**config.mk**
```make
export PLATFORM = sky130hd
export DESIGN_NAME = dmem_ctrl
export DESIGN_NICKNAME = d
export VERILOG_FILES = /design/src/rtl/dmem_ctrl.sv
export SDC_FILE = /design/constraint.sdc
export NUM_CORES = 1
export LEC_CHECK = 0
export ABC_AREA = 0
export ABC_CLOCK_PERIOD_IN_PS = 3500
export BUFFER_PORTS_ARGS = -buffer_cell sky130_fd_sc_hd__clkbuf_2
export CAP_MARGIN = 10
export CELL_PAD_IN_SITES_DETAIL_PLACEMENT = 1
export CELL_PAD_IN_SITES_GLOBAL_PLACEMENT = 1
export CORE_ASPECT_RATIO = 1.75
export CORE_UTILIZATION = 33
export DETAILED_ROUTE_END_ITERATION = 7
export GPL_ROUTABILITY_DRIVEN = 0
export PLACE_DENSITY_LB_ADDON = 0.1
export SLEW_MARGIN = 10
export SYNTH_ARGS = -nofsm -noshare
export SYNTH_HDL_FRONTEND = slang
export SYNTH_SLANG_ARGS = --single-unit
export TNS_END_PERCENT = 20
```
**constraint.sdc**
```tcl
create_clock -name clk -period 3.5 [get_ports clk]
set_clock_uncertainty 0.05 [all_clocks]
set_input_delay 0 -clock clk [delete_from_list [all_inputs] [get_ports clk]]
set_output_delay 0 -clock clk [all_outputs]
set_load 0.005 [all_outputs]
```
**src/rtl/dmem_ctrl.sv**
```systemverilog
// Data-memory controller: adapts 64-bit CPU loads/stores onto a 32-bit single-port RAM
// with a one-cycle read latency. Multi-beat accesses stall the CPU memory stage.
module dmem_ctrl (
  input  logic        clk,
  input  logic        reset,
  input  logic [63:0] dataadr,
  input  logic [63:0] writedata,
  input  logic [1:0]  memwrite,
  input  logic        memread,
  input  logic        dword,
  output logic [63:0] readdata,
  output logic        stall,
  output logic        align_err,
  output logic [9:0]  ram_addr,
  output logic [31:0] ram_wdata,
  output logic        ram_we,
  output logic [3:0]  ram_be,
  input  logic [31:0] ram_rdata,
  output logic [2:0]  fsm_state
);

  typedef enum logic [2:0] {
    IDLE  = 3'd0,
    RD_LO = 3'd1,
    RD_HI = 3'd2,
    WR_HI = 3'd3,
    DONE  = 3'd4
  } state_t;

  state_t      state;
  state_t      state_next;
  logic [9:0]  cap_addr;
  logic [31:0] cap_hi;
  logic        cap_dword;
  logic        capture;
  logic        ld_lo;
  logic        ld_hi;
  logic        is_store;
  logic        is_load;
  logic        req_dw;
  logic        req_byte;
  logic        misaligned;
  logic [9:0]  hi_addr;
  logic        unused_bits;

  assign unused_bits = ^{dataadr[63:12], writedata[63:32] & 32'h0};
  assign fsm_state   = state;

  // Stores take priority over loads when both are requested.
  assign is_store   = (memwrite != 2'b00);
  assign is_load    = !is_store && memread;
  assign req_dw     = is_store ? (memwrite == 2'b11) : dword;
  assign req_byte   = (memwrite == 2'b10);
  assign misaligned = (is_store || is_load) &&
                      (req_dw ? (dataadr[2:0] != 3'b000)
                              : (!req_byte && (dataadr[1:0] != 2'b00)));
  assign hi_addr    = cap_addr + 10'd1;

  always_comb begin
    state_next = state;
    stall      = 1'b0;
    align_err  = 1'b0;
    ram_addr   = cap_addr;
    ram_wdata  = 32'h0;
    ram_we     = 1'b0;
    ram_be     = 4'b0000;
    capture    = 1'b0;
    ld_lo      = 1'b0;
    ld_hi      = 1'b0;
    case (state)
      IDLE: begin
        ram_addr = dataadr[11:2];
        if (misaligned) begin
          align_err = 1'b1;
        end else if (is_store) begin
          ram_we = 1'b1;
          case (memwrite)
            2'b01: begin
              ram_be    = 4'b1111;
              ram_wdata = writedata[31:0];
            end
            2'b10: begin
              ram_be    = 4'b0001 << dataadr[1:0];
              ram_wdata = {4{writedata[7:0]}};
            end
            2'b11: begin
              ram_be     = 4'b1111;
              ram_wdata  = writedata[31:0];
              stall      = 1'b1;
              capture    = 1'b1;
              state_next = WR_HI;
            end
            default: ;
          endcase
        end else if (is_load) begin
          stall      = 1'b1;
          capture    = 1'b1;
          state_next = RD_LO;
        end
      end
      RD_LO: begin
        stall = 1'b1;
        ld_lo = 1'b1;
        if (cap_dword) begin
          ram_addr   = hi_addr;
          state_next = RD_HI;
        end else begin
          state_next = DONE;
        end
      end
      RD_HI: begin
        stall      = 1'b1;
        ld_hi      = 1'b1;
        ram_addr   = hi_addr;
        state_next = DONE;
      end
      WR_HI: begin
        ram_addr   = hi_addr;
        ram_wdata  = cap_hi;
        ram_we     = 1'b1;
        ram_be     = 4'b1111;
        state_next = IDLE;
      end
      DONE: state_next = IDLE;
      default: state_next = IDLE;
    endcase
    // Reset suppresses every side effect, including a pending high beat.
    if (reset) begin
      stall     = 1'b0;
      align_err = 1'b0;
      ram_we    = 1'b0;
      ram_be    = 4'b0000;
      capture   = 1'b0;
    end
  end

  always_ff @(posedge clk) begin
    if (reset) begin
      state     <= IDLE;
      readdata  <= 64'h0;
      cap_addr  <= 10'h0;
      cap_hi    <= 32'h0;
      cap_dword <= 1'b0;
    end else begin
      state <= state_next;
      if (capture) begin
        cap_addr  <= dataadr[11:2];
        cap_hi    <= writedata[63:32];
        cap_dword <= req_dw;
      end
      if (ld_lo) begin
        readdata[31:0] <= ram_rdata;
        if (!cap_dword) readdata[63:32] <= 32'h0;
      end
      if (ld_hi) readdata[63:32] <= ram_rdata;
    end
  end

endmodule

```
Word-level counts from Yosys, hierarchy flattened. Cells that the tools add are included.

$add $sub $neg: 1. Eq/ne operators: 10. Shift-type cells: 1. Muxes and demuxes: 39. Reductions and logical operators: 16.

Operator list (number): 2-to-1 mux 32 bit (4); one-hot mux 32 bit (2 select lines) (2); 2-to-1 mux 64 bit (1); one-hot mux 10 bit (3 select lines) (1); 2-to-1 mux 1 bit (17); one-hot mux 4 bit (2 select lines) (2); 2-to-1 mux 3 bit (5); 2-to-1 mux 4 bit (3); adder 10 x 1 -> 10 bit (second input constant) (1); 2-to-1 mux 10 bit (1); one-hot mux 3 bit (3 select lines) (1); == test 3 x 2 -> 1 bit (second input constant) (2); inequality test 3 bit (second input constant) (2); nonzero test 2 bit (3); OR reduction 2 bit (3); == test 2 bit (second input constant) (2); one-hot mux 1 bit (2 select lines) (2); left shift 1 x 2 -> 4 bit (first input constant) (1); == test 3 x 1 -> 1 bit (second input constant) (1); logical AND 1 bit (3); zero test 3 bit (1); AND reduction 3 bit (1); nonzero test 3 bit (1); == test 2 x 1 -> 1 bit (second input constant) (1); other kinds (5) (6).

Register bits: 110. Input port bits: 166. Output and inout bits: 116. Logic and storage cells: 73.

Depth between registers and ports, before layout.
Depth after elaboration: 8. Gate-level depth with buffers: 10. Mapped depth without buffers: 6.

Worst setup path before layout. Ideal clock, no wire load.

Kind: input to register. Start point: input port memwrite[0]. End point: register cap_addr[2]. Library setup time: 0.130 ns. Data arrival time: 1.823 ns. Data required time: 3.320 ns. Setup slack: 1.497 ns. Cell stages on the path: 10. Buffers on the path: 4. Path through: clkbuf_1 clkbuf_1 inv_1 ha_1 and2b_2 o31a_1 buf_4 buf_2 nand3_1 o31ai_1.

Cells in the longest elaborated chain, start to end: 8. Elaborated cells between the ends (all ways): 17. Classes of those cells: eq/ne: 2; mux: 8; reduce/logical: 7.

Ends and longest elaborated chain: from (decl) (line 8) `input logic [1:0] memwrite,`; nonzero test 2 bit / == test 2 bit (equally long branches) (line 50, 53); zero test 1 bit, on equally long branches (line 51, 56); logical AND 1 bit, on equally long branches (line 51, 56); 2-to-1 mux 1 bit (tied with other cells) (line 95) `end else if (is_load) begin`; 2-to-1 mux 1 bit / logical AND 1 bit (equally long branches) (line 75, 54); 2-to-1 mux 1 bit (*) (line 73) `if (misaligned) begin`; 2-to-1 mux 1 bit (*) (line 70) `case (state)`; 2-to-1 mux 1 bit (*) (line 128) `if (reset) begin`; to (signal assigned) (line 147) `cap_addr <= dataadr[11:2];`; to (decl) (line 32) `logic [9:0] cap_addr;`.

Mark *: on every way between the ends. The rest lies on a longest branch, timed or not. A chain may end at the register's enable or synchronous reset.

Final worst setup path.
Start point: register state[0], in the netlist fsm_state[0]. End point: output port stall.

Cells in the longest elaborated chain, start to end: 4. Elaborated cells between the ends (all ways): 6. Classes of those cells: eq/ne: 2; mux: 2; reduce/logical: 2.

Ends and longest elaborated chain: from (decl) (line 30) `state_t state;`; from (signal assigned) (line 145) `state <= state_next;`; == test 3 x 1 -> 1 bit / == test 3 x 2 -> 1 bit (equally long branches) (line 70); OR reduction 2 bit (no source line); one-hot mux 1 bit (2 select lines) (*) (line 70); 2-to-1 mux 1 bit (*) (line 128); to (decl) (line 12) `output logic stall,`.

Marks and branches as above.

==> flow_summary.json <==
{
  "crit_slowest_cell": "and4b_1",
  "cts.hold.buffers_added": 74,
  "synth_area_per_cell_um2": 7.855,
  "critPathMaxStageDelay_ns": 0.79,
  "die_y_um": 167.7,
  "area_growth_pct": 44.62,
  "drc_errors": 0,
  "dpl_cell_area_um2": 6417,
  "path_class": "reg -> out",
  "rsz0062_at_grt": "no",
  "syn-instance-count": 659,
  "drtIter0Drc": 217,
  "grt_use_total_pct": 24.76,
  "synthArstFlopShare_pct": 0,
  "cts.clk_slew.worst_paths_ns": 0.08,
  "power_uw": 3130,
  "arrival_ns": 2.63,
  "powerDensity_nw_per_um2": 418.1,
  "p_leak_uw": 0.003127,
  "setup_violations": 0,
  "seq_area_frac_synth_pct": 42.54,
  "io_pins": 282,
  "worstHoldPathCells": 4,
  "status": "finished clean",
  "firstDrtPassIters": 4,
  "dp_hpwl_um": 14180,
  "fin_cells": 1122,
  "die_area_um2": 16210,
  "io_buffers": 229,
  "endpoint_kind": "output pin",
  "cts_tree": "yes",
  "vias_per_cell": 5.298,
  "setup_tns_ns": 0,
  "die_w_um": 96.68,
  "timing.final.ws_setup_ns": 0.8186,
  "cts_max_path_buffers": 2,
  "multi_input_area_um2": 2668,
  "antenna_found_initial": 0,
  "synth_most_common_cell": "dfxtp_1",
  "fin_area_um2": 7486,
  "fin_crit_sh_pct": 76.61,
  "rows": 60,
  "coreArea_um2": 15310,
  "worstSkewPairLatency_ns": 0.35,
  "max_freq_mhz": 372.9,
  "maxCapViolations": 0,
  "synth_nets": 831,
  "cts.sinks": 110,
  "antenna_cells": 0,
  "regArea_um2": 2202,
  "nNetsFinal": 1103,
  "synth.distinct_cells": 51,
  "grt_pass1_vias": 6469,
  "start_util_pct": 33.80,
  "maxSlewHeadroom_pct": 43.29,
  "synth_ff_type": "dfxtp_1",
  "wire_per_inst_um": 17.79,
  "crit_chain": "nor2_1, and4b_1, nand2_1, o21ai_1, clkbuf_2",
  "gr-total-overflow": 0,
  "ys_top_cells_by_area": "dfxtp_1 43%, a21oi_1 10%, nand2_1 7.0%",
  "synth_top_area_share_pct": 42.54,
  "htree_levels": 3,
  "required_ns": 3.45,
  "cts_setup_buffers": 0,
  "fin_crit_ns": 2.681,
  "place_ws_ns": 1.002,
  "syn_area_um2": 5176,
  "n_fill_cell": 1932,
  "drive_gt1_share_pct": 29.70,
  "wl_um": 19960,
  "report.final.slew_viol_count": 0,
  "grt_first_pass_wirelength_um": 32490,
  "r2r_cells": 5,
  "hp-class": "in -> reg",
  "route.vias.total": 5944,
  "place_inst": 1032,
  "postCtsResizedCells": 0,
  "cts_buffers": 9,
  "clock-root-buffer": "clkbuf_16",
  "cp_max_fo": 16,
  "ys_ff_latch": 110,
  "ys_warn_count": 0,
  "postRouteAntennaNets": 0,
  "irDropWorstVdd_v": 0.0002098,
  "startpoint_type": "flip-flop",
  "grt_max_degree": 60,
  "netlist.top_cell.by_area": "dfxtp_1",
  "tightest_slew_ns": 0.8486,
  "finalHoldViolations": 0,
  "synth_edf_count": 0,
  "yosys-top-cells-count": "110 x dfxtp_1, 103 x a21oi_1, 97 x nand2_1"
}
-- power by group --
part           leakage (uW)  switching (uW)  internal [uW]
Sequential         0.000890            40.2           1300
Clock              0.000162             505            639
Combinational       0.00207             362            282
-- layout by cell type (no fill, tap or decap), types with 4 or more instances in the layout --
cell	instances
dlygate4sd3_1	74
o31ai_1	7
buf_4	15
inv_1	11
a22oi_1	34
a21oi_1	103
nor2_1	44
nand3_1	47
dfxtp_1	110
o21ai_0	28
o21ai_1	40
clkbuf_16	9
clkbuf_2	228
nor3_1	8
nand2_1	97
a31oi_1	4
and2_1	9
ha_1	6
a22o_1	8
-- state kept, by name (all words and copies together), names as in the netlist --
name       flops
cap_hi        32
cap_addr      10
readdata      64
fsm_state      3
cap_dword      1
-- cell type report --
| class | instances | share of cell area, % |
|---|---|---|
| Multi-Input combinational cell | 481 | 35.63 |
| Sequential cell | 110 | 29.42 |
| Timing Repair Buffer | 318 | 26.91 |
| Tap cell | 186 | 3.109 |
| Clock buffer | 9 | 3.009 |
| Clock inverter | 7 | 1.371 |
| Inverter | 11 | 0.5516 |
-- worst max-delay path, delay by kind of cell (launching register included) --
family	cells	cell delay, ns
AO/OA/AOI/OAI	1	0.12
AND/OR/NAND/NOR	3	1.53
buffers and inverters	1	0.14
flip-flops	1	0.48
-- logic make-up after synthesis --
group	synth area share, %
compound gates	28.31
simple gates	21.03
fa+ha+maj	1.450
flops	42.54
mux	0.1934
xor+xnor	0.1692
buf+inv	6.309
-- stage by stage --
step	hold WS [ns]	utilization (%)
6_report	0.02504	48.88
5_1_grt	0.09207	48.88
4_1_cts	0.01959	48.88
3_5_place_dp	0.1965	41.90
3_3_place_gp	0.1879	41.90
2_1_floorplan	0.06198	-
-- worst paths after layout --
kind / from / endpoint / slack (ns)
worst min-delay path: memread / fsm_state[1] / 0.03
worst min register to register: readdata[17] / readdata[17] / 0.41
worst max-delay path: fsm_state[0] / stall / 0.82
worst max register to register: fsm_state[0] / cap_hi[26] / 0.98
-- routing by layer --
layer	vias to the layer above	share of wire, %	GRT usage [%]
met5	-	0	0
met4	0	4.7	12.46
met3	51	4.8	4.591
met2	214	53	47.24
met1	2802	37	25.26
li1	2877	-	-
No activity file was read; power rests on OpenSTA's default activity.
